===== src/rtl/mips_clz_dec.sv =====
// Count-to-word decoder (inverse of the CLZ unit) behind a one-deep output
// register plus a skid register, with valid/ready on both sides.
module mips_clz_dec #(
    parameter int DATA_WIDTH      = 32,
    parameter int DATA_WIDTH_LOG2 = 5
) (
    input  logic                       clk,
    input  logic                       rst,
    input  logic                       vld_i,
    output logic                       rdy_o,
    input  logic [DATA_WIDTH_LOG2:0]   cnt_i,
    input  logic [1:0]                 mode_i,
    output logic                       vld_o,
    input  logic                       rdy_i,
    output logic [DATA_WIDTH-1:0]      data_o,
    output logic                       sat_o
);
    localparam int CW = DATA_WIDTH_LOG2 + 1;
    localparam logic [CW-1:0] DW_C = CW'(DATA_WIDTH);

    logic                  dec_sat;
    logic [CW-1:0]         dec_n;
    logic [CW-1:0]         pos;
    logic [DATA_WIDTH-1:0] lead1;
    logic [DATA_WIDTH-1:0] onehot;
    logic [DATA_WIDTH-1:0] dec_data;

    // Bit i lies in the top n bits when its distance from the MSB is below n.
    always_comb begin
        dec_sat  = cnt_i > DW_C;
        dec_n    = dec_sat ? DW_C : cnt_i;
        pos      = '0;
        lead1    = '0;
        onehot   = '0;
        dec_data = '0;
        for (int i = 0; i < DATA_WIDTH; i++) begin
            pos       = CW'(DATA_WIDTH - 1 - i);
            lead1[i]  = pos < dec_n;
            onehot[i] = pos == dec_n;
        end
        case (mode_i)
            2'b01:   dec_data = ~lead1;
            2'b10:   dec_data = lead1;
            default: dec_data = onehot;
        endcase
    end

    logic                  out_vld_q,  out_vld_d;
    logic [DATA_WIDTH-1:0] out_data_q, out_data_d;
    logic                  out_sat_q,  out_sat_d;
    logic                  skid_vld_q, skid_vld_d;
    logic [DATA_WIDTH-1:0] skid_data_q, skid_data_d;
    logic                  skid_sat_q, skid_sat_d;
    logic                  rdy_q, rdy_d;
    logic                  accept;
    logic                  out_free;

    assign accept   = vld_i & rdy_q;
    assign out_free = ~out_vld_q | rdy_i;

    always_comb begin
        out_vld_d   = out_vld_q;
        out_data_d  = out_data_q;
        out_sat_d   = out_sat_q;
        skid_vld_d  = skid_vld_q;
        skid_data_d = skid_data_q;
        skid_sat_d  = skid_sat_q;
        if (out_free) begin
            // A full skid blocks new requests, so it alone refills the output.
            if (skid_vld_q) begin
                out_vld_d  = 1'b1;
                out_data_d = skid_data_q;
                out_sat_d  = skid_sat_q;
                skid_vld_d = 1'b0;
            end else begin
                out_vld_d = accept;
                if (accept) begin
                    out_data_d = dec_data;
                    out_sat_d  = dec_sat;
                end
            end
        end else if (accept) begin
            skid_vld_d  = 1'b1;
            skid_data_d = dec_data;
            skid_sat_d  = dec_sat;
        end
        rdy_d = ~skid_vld_d;
    end

    always_ff @(posedge clk or posedge rst) begin
        if (rst) begin
            out_vld_q   <= 1'b0;
            out_data_q  <= '0;
            out_sat_q   <= 1'b0;
            skid_vld_q  <= 1'b0;
            skid_data_q <= '0;
            skid_sat_q  <= 1'b0;
            rdy_q       <= 1'b1;
        end else begin
            out_vld_q   <= out_vld_d;
            out_data_q  <= out_data_d;
            out_sat_q   <= out_sat_d;
            skid_vld_q  <= skid_vld_d;
            skid_data_q <= skid_data_d;
            skid_sat_q  <= skid_sat_d;
            rdy_q       <= rdy_d;
        end
    end

    assign rdy_o  = rdy_q;
    assign vld_o  = out_vld_q;
    assign data_o = out_data_q;
    assign sat_o  = out_sat_q;
endmodule


===== config.mk =====
export PLATFORM = sky130hd
export DESIGN_NAME = mips_clz_dec
export DESIGN_NICKNAME = d
export VERILOG_FILES = /design/src/rtl/mips_clz_dec.sv
export SDC_FILE = /design/constraint.sdc
export NUM_CORES = 1
export LEC_CHECK = 0
export BUFFER_PORTS_ARGS = -buffer_cell sky130_fd_sc_hd__buf_2
export CAP_MARGIN = 0
export CORE_ASPECT_RATIO = 0.9
export CORE_MARGIN = 2
export CORE_UTILIZATION = 40
export DETAILED_ROUTE_END_ITERATION = 8
export HOLD_SLACK_MARGIN = 0.05
export PLACE_DENSITY = 0.6
export SLEW_MARGIN = 10
export SYNTH_ARGS = -nofsm -noshare
export SYNTH_HDL_FRONTEND = slang
export SYNTH_SLANG_ARGS = --single-unit

===== constraint.sdc =====
create_clock -name clk -period 2.25 [get_ports clk]
set_clock_uncertainty 0.1 [all_clocks]
set_input_delay 0.3375 -clock clk [delete_from_list [all_inputs] [get_ports clk]]
set_output_delay 0.3375 -clock clk [all_outputs]
set_load 0.1 [all_outputs]

==> flow_summary.ini, run 1 <==
[run_status]
status = complete, no violations

[yosys]
synth_area_leaders = dfrtp_1 (43%), nand2_1 (6.9%), o21ai_0 (4.9%)
syn_area_per_cell_um2 = 8.41
yosysTopAreaCell = dfrtp_1
synth_ff_type = dfrtp_1
synth_common_cells = nand2_1 (73), dfrtp_1 (68), o21ai_0 (39)
syn-num-nets = 483
ys_seq_area_share_pct = 43.8
synth_seq_cells = 69
ys_warn_count = 0
syn-instance-count = 469
yosys.cell_types.count = 56
syn_area_um2 = 3950
synth_top_area_share_pct = 43.1
synth_edf_count = 0
async_flop_share_pct = 100
synth_most_common_cell = nand2_1

[grt]
grt_overflow_total = 0
grt_pass1_wl_um = 19100
grt_usage_pct = 22.9
grt_pass1_vias = 3536
antenna_found_initial = 0
grt_max_degree = 39

[detailed_routing]
ant_nets = 0
drt_first_pass_iters = 5
drt_iter0_markers = 401
vias = 3762
drc_errors = 0
viasPerCell = 5.73
post_drt_wl_per_cell_um = 17.8
routed_wl_um = 11700

[timing]
timing.final.crit_share_pct = 83.6
min_period_ns = 1.88
hold_slack_ns = 0.169
timing.fmax_ghz = 0.531
fin_setup_tns_ns = 0
slew_violations = 0
relSlewSlack_pct = 66.2
tightest_slew_ns = 0.507
rsz0062_at_grt = no
final-setup-viol-count = 0
finalHoldViolCount = 0

[cts]
post_cts_buffers = 0
clock_latency_ns = 0.34
numCtsBuffers = 9
clock_path_buffers = 2
clk_pin_slew_ns = 0.08
htree_levels = 3
cts_root_buffer = clkbuf_8
clock_sinks = 69
cts_tree = done
hold_buffers = 1
cts-resized-gates = 0

[finish]
final_util_pct = 48.9
final_cell_area_um2 = 4700
syn_to_final_growth_pct = 19.2
nets = 539
n_antenna_cell = 0
drive_gt1_share_pct = 23.8

[power]
power_per_cell_area_nw_per_um2 = 985
total_power_mw = 4.63
ir_drop_v = 0.000560
p_leak_nw = 2.10

[setup_path]
cp-start-kind = input port
crit_path_end_kind = register
critPathKind = input port to register
path_cells = buf_2 > inv_1 > ha_1 > nand2b_1 > mux2i_1 > a31oi_1 > or3_1 > a21oi_1
cpPeakStageDelay_ns = 0.39
cp.required_ns = 2.43
slowest_stage = or3_1
critPathArrivalTime_ns = 2.06
crit_fanout = 8

[floorplanning]
start_util_pct = 41.0
coreArea_um2 = 9610
ios = 47
die_w_um = 109
rows = 34
dieHeight_um = 98.2
die_area_um2 = 10700

[placement]
place_hpwl_um = 8380
place_congestion = 0.928
port_buffers = 46
dpl_cell_area_um2 = 4480

[min_path]
hold_path_class = input port to register

[run]
drv_cap = 0
-- logic make-up (layout without fill, tap and decap cells) --
family / after synthesis / in the layout / share of synthesized area [%]
AND/OR/NAND/NOR: 190 / 190 / 23.2
AO/OA/AOI/OAI: 142 / 142 / 23.4
flip-flops: 69 / 69 / 43.8
buffers and inverters: 55 / 116 / 6.02
multiplexers: 11 / 11 / 2.92
adder cells (fa/ha/maj): 2 / 2 / 0.634
-- critical path: cells and delay by family --
kind	cells	cell delay [ns]
muxes	1	0.27
buffers and inverters	2	0.13
adders and majority gates	1	0.37
and+or+nand+nor	2	0.74
AOI/OAI and AO/OA	2	0.20
-- report_power, final --
part	total [mW]	switching (mW)	leakage [nW]	internal [mW]
Clock	1.07	0.499	0.102	0.573
Combinational	1.95	1.58	1.09	0.374
Sequential	1.61	0.128	0.904	1.48
Total	4.63	2.20	2.10	2.43
-- routing by layer --
metal | GRT usage, % | routed length (µm) | up-vias
met5 | 0 | 0 | -
met4 | 7.99 | 197 | 0
met3 | 4.07 | 758 | 21
met2 | 33.4 | 5070 | 160
met1 | 34.1 | 5650 | 1788
li1 | - | - | 1793
-- path summary, 6_finish.rpt --
check / from / to / slack [ns] / cells past startpoint
max: mode_i[0] / data_o[2] / 0.37 / 8
min: rdy_i / rdy_o / 0.17 / 3
max reg2reg: vld_o / skid_data_q[17] / 0.39 / 5
min reg2reg: skid_data_q[11] / skid_data_q[11] / 0.38 / 2
max in group asynchronous: rst / rdy_o / 1.05 / 4
min in group asynchronous: rst / data_o[25] / 0.41 / 3
-- per-stage QoR --
stage,setup slack (ns),std cells
after floorplan,0.0743,469
after global placement,0.0810,639
after detailed placement,0.0441,639
after CTS,0.359,656
after global routing,0.200,656
final,0.368,656
-- state kept, by name (all words and copies together), names as in the netlist --
signal,cells
data_o,32
skid_data_q,32
rdy_o,1
sat_o,1
skid_sat_q,1
skid_vld_q,1
vld_o,1
-- cell usage in the layout (no fill, tap or decap), types with 5 or more instances in the layout --
master | synthesis | routed
nand2_1 | 73 | 73
dfrtp_1 | 68 | 68
buf_2 | 16 | 46
buf_4 | 1 | 40
o21ai_0 | 39 | 39
nor2_1 | 37 | 37
nand3_1 | 28 | 27
a21oi_1 | 25 | 25
o211ai_1 | 18 | 18
o21ai_1 | 11 | 11
a31oi_1 | 11 | 11
clkbuf_8 | 0 | 11
inv_1 | 11 | 10
nor3_1 | 9 | 9
nor2b_1 | 9 | 9
mux2i_1 | 7 | 7
a211oi_1 | 5 | 5
-- final cells by class --
cell class / instances / area, µm²
clock buffers: 11 / 151
clock inverters: 5 / 58.8
fillers: 926 / 4910
inverters: 11 / 41.3
multi-input cells: 345 / 1990
flip-flops and latches: 69 / 1730
well taps: 126 / 158
repair buffers: 89 / 581
Note: power is estimated with default switching activity, not from simulation.
==> inputs of run 2 (changes only) <==
clock period = 1.64 ns   (was 2.25 ns; I/O delays follow)
==> run 2 against run 1 <==
Global-route usage up 1.2 points. Register-to-register slack worse by 0.34 ns. First-iteration DRC count down 35%. Design area up 15%. Largest power group unchanged.
==> flow_summary.ini, run 2 (synthesis results as in run 1) <==
[run_status]
status = complete, no violations

[power]
total_power_mw = 6.84
netSwitchingFraction_pct = 45.0
p_sw_mw = 3.08
power_per_cell_area_nw_per_um2 = 1270
p_seq_share_pct = 32.3
ir_drop_v = 0.000755
power.internal_mw = 3.76
clock_power_share_pct = 25.4
p_leak_nw = 2.45
combPwrFrac_pct = 42.3

[floorplanning]
coreArea_um2 = 9610
die_area_um2 = 10700
ios = 47
start_util_pct = 41.0
rows = 34
dieHeight_um = 98.2
die_w_um = 109

[timing]
timing.final.ws_setup_ns = 0.0509
tightest_slew_ns = 0.497
slew_violations = 0
finalHoldViolCount = 0
final-setup-viol-count = 0
timing.fmax_ghz = 0.629
rsz0062_at_grt = yes
relSlewSlack_pct = 67.1
min_period_ns = 1.59
fin_setup_tns_ns = 0
timing.final.crit_share_pct = 96.9

[detailed_routing]
vias = 3910
viasPerCell = 5.51
drt_iter0_markers = 260
ant_nets = 0
drc_errors = 0
routed_wl_um = 12300
drt_first_pass_iters = 5
post_drt_wl_per_cell_um = 17.4

[setup_path]
crit_end = data_o[20]
cp.required_ns = 1.77
reg2reg_from = rdy_o
critPathArrivalTime_ns = 1.72
crit_fanout = 7
cp-start-kind = register
startpoint = rdy_o
critPathKind = register to register
regToRegEndpoint = data_o[20]
reg2reg_setup_slack_ns = 0.05
crit_path_end_kind = register
reg2reg_depth = 4

[placement]
place_congestion = 0.907
dpl_worst_slack_ns = -0.424
port_buffers = 46
placed_cells = 693
place_hpwl_um = 9380

[finish]
seqCellArea_um2 = 1740
n_antenna_cell = 0
fillers = 884
drive_gt1_share_pct = 34.8
final_common_cell = buf_4
multiInputGateArea_um2 = 2130
layoutNonFillerInstCount = 710
syn_to_final_growth_pct = 36.7
nets = 593
layout_common_cells = buf_4 (88), nand2_1 (71), dfrtp_1 (67), buf_2 (44), o21ai_0 (37)

[cts]
clock_path_buffers = 2
post_cts_buffers = 0
clk_pin_slew_ns = 0.08
clock_sinks = 69
htree_levels = 3
clock_latency_ns = 0.35
cts_root_buffer = clkbuf_8
numCtsBuffers = 9
cts_tree = done

[grt]
grt_pass1_vias = 3825
antenna_found_initial = 0
grt_overflow_total = 0
grt_max_degree = 49
grt_usage_pct = 24.1
grt_pass1_wl_um = 19900

[min_path]
hold_path_class = input port to register

[run]
drv_cap = 0
[run 2: per-stage QoR]
stage / hold WS (ns) / instance area, µm² / util [%]
after detailed placement: 0.248 / 5050 / 52.5
after floorplan: 0.268 / 4090 / -
after CTS: 0.0573 / 5340 / 55.5
final: 0.0929 / 5390 / 56.1
after global routing: 0.102 / 5390 / 56.1
after global placement: 0.237 / 5050 / 52.5
[run 2: how the worst min path moves through the flow]
stage	from	end	cells past startpoint
after global placement	rst	data_o[22]	3
after floorplan	vld_i	vld_o	2
final	vld_i	vld_o	3
after CTS	vld_i	vld_o	3
after global routing	rdy_i	rdy_o	3
after detailed placement	rst	data_o[22]	3
[run 2: what timing repair did]
item,in CTS,in global routing
hold buffers,1,0
setup endpoints to repair,5,18
gates resized for setup,5,12
endpoints found under the hold margin,68,0
[run 2: cell type report]
cell class                      instances  area share (%)
Multi-Input combinational cell        345            39.5
Tap cell                              126            2.92
Clock inverter                          5            1.97
Clock buffer                           11            2.62
Sequential cell                        69            32.2
Inverter                               11           0.881
Timing Repair Buffer                  143            19.9
[run 2: power groups by stage]
| stage | clock (mW) | sequential, mW | combinational [mW] |
|---|---|---|---|
| 6_report | 1.74 | 2.21 | 2.89 |
| 5_1_grt | 1.83 | 2.25 | 3.05 |
| 4_1_cts | 1.76 | 2.21 | 2.88 |
| 3_5_place_dp | 0 | 2.24 | 2.86 |
| 3_3_place_gp | 0 | 2.23 | 2.84 |
| 2_1_floorplan | 0 | 3.64 | 0.773 |
[run 2: critical path: stages (launching register included)]
cell and delay, ns:
dfstp_4 0.67, a21oi_2 0.08, nor2_4 0.13, buf_4 0.18, mux2_4 0.30
[run 2: metal layers]
layer  vias up  track usage (%)  share of wire [%]
met5         -                0                  0
met4         0             6.41                1.0
met3        10             3.40                3.8
met2        96             35.8                 44
met1      1906             36.6                 51
li1       1898                -                  -
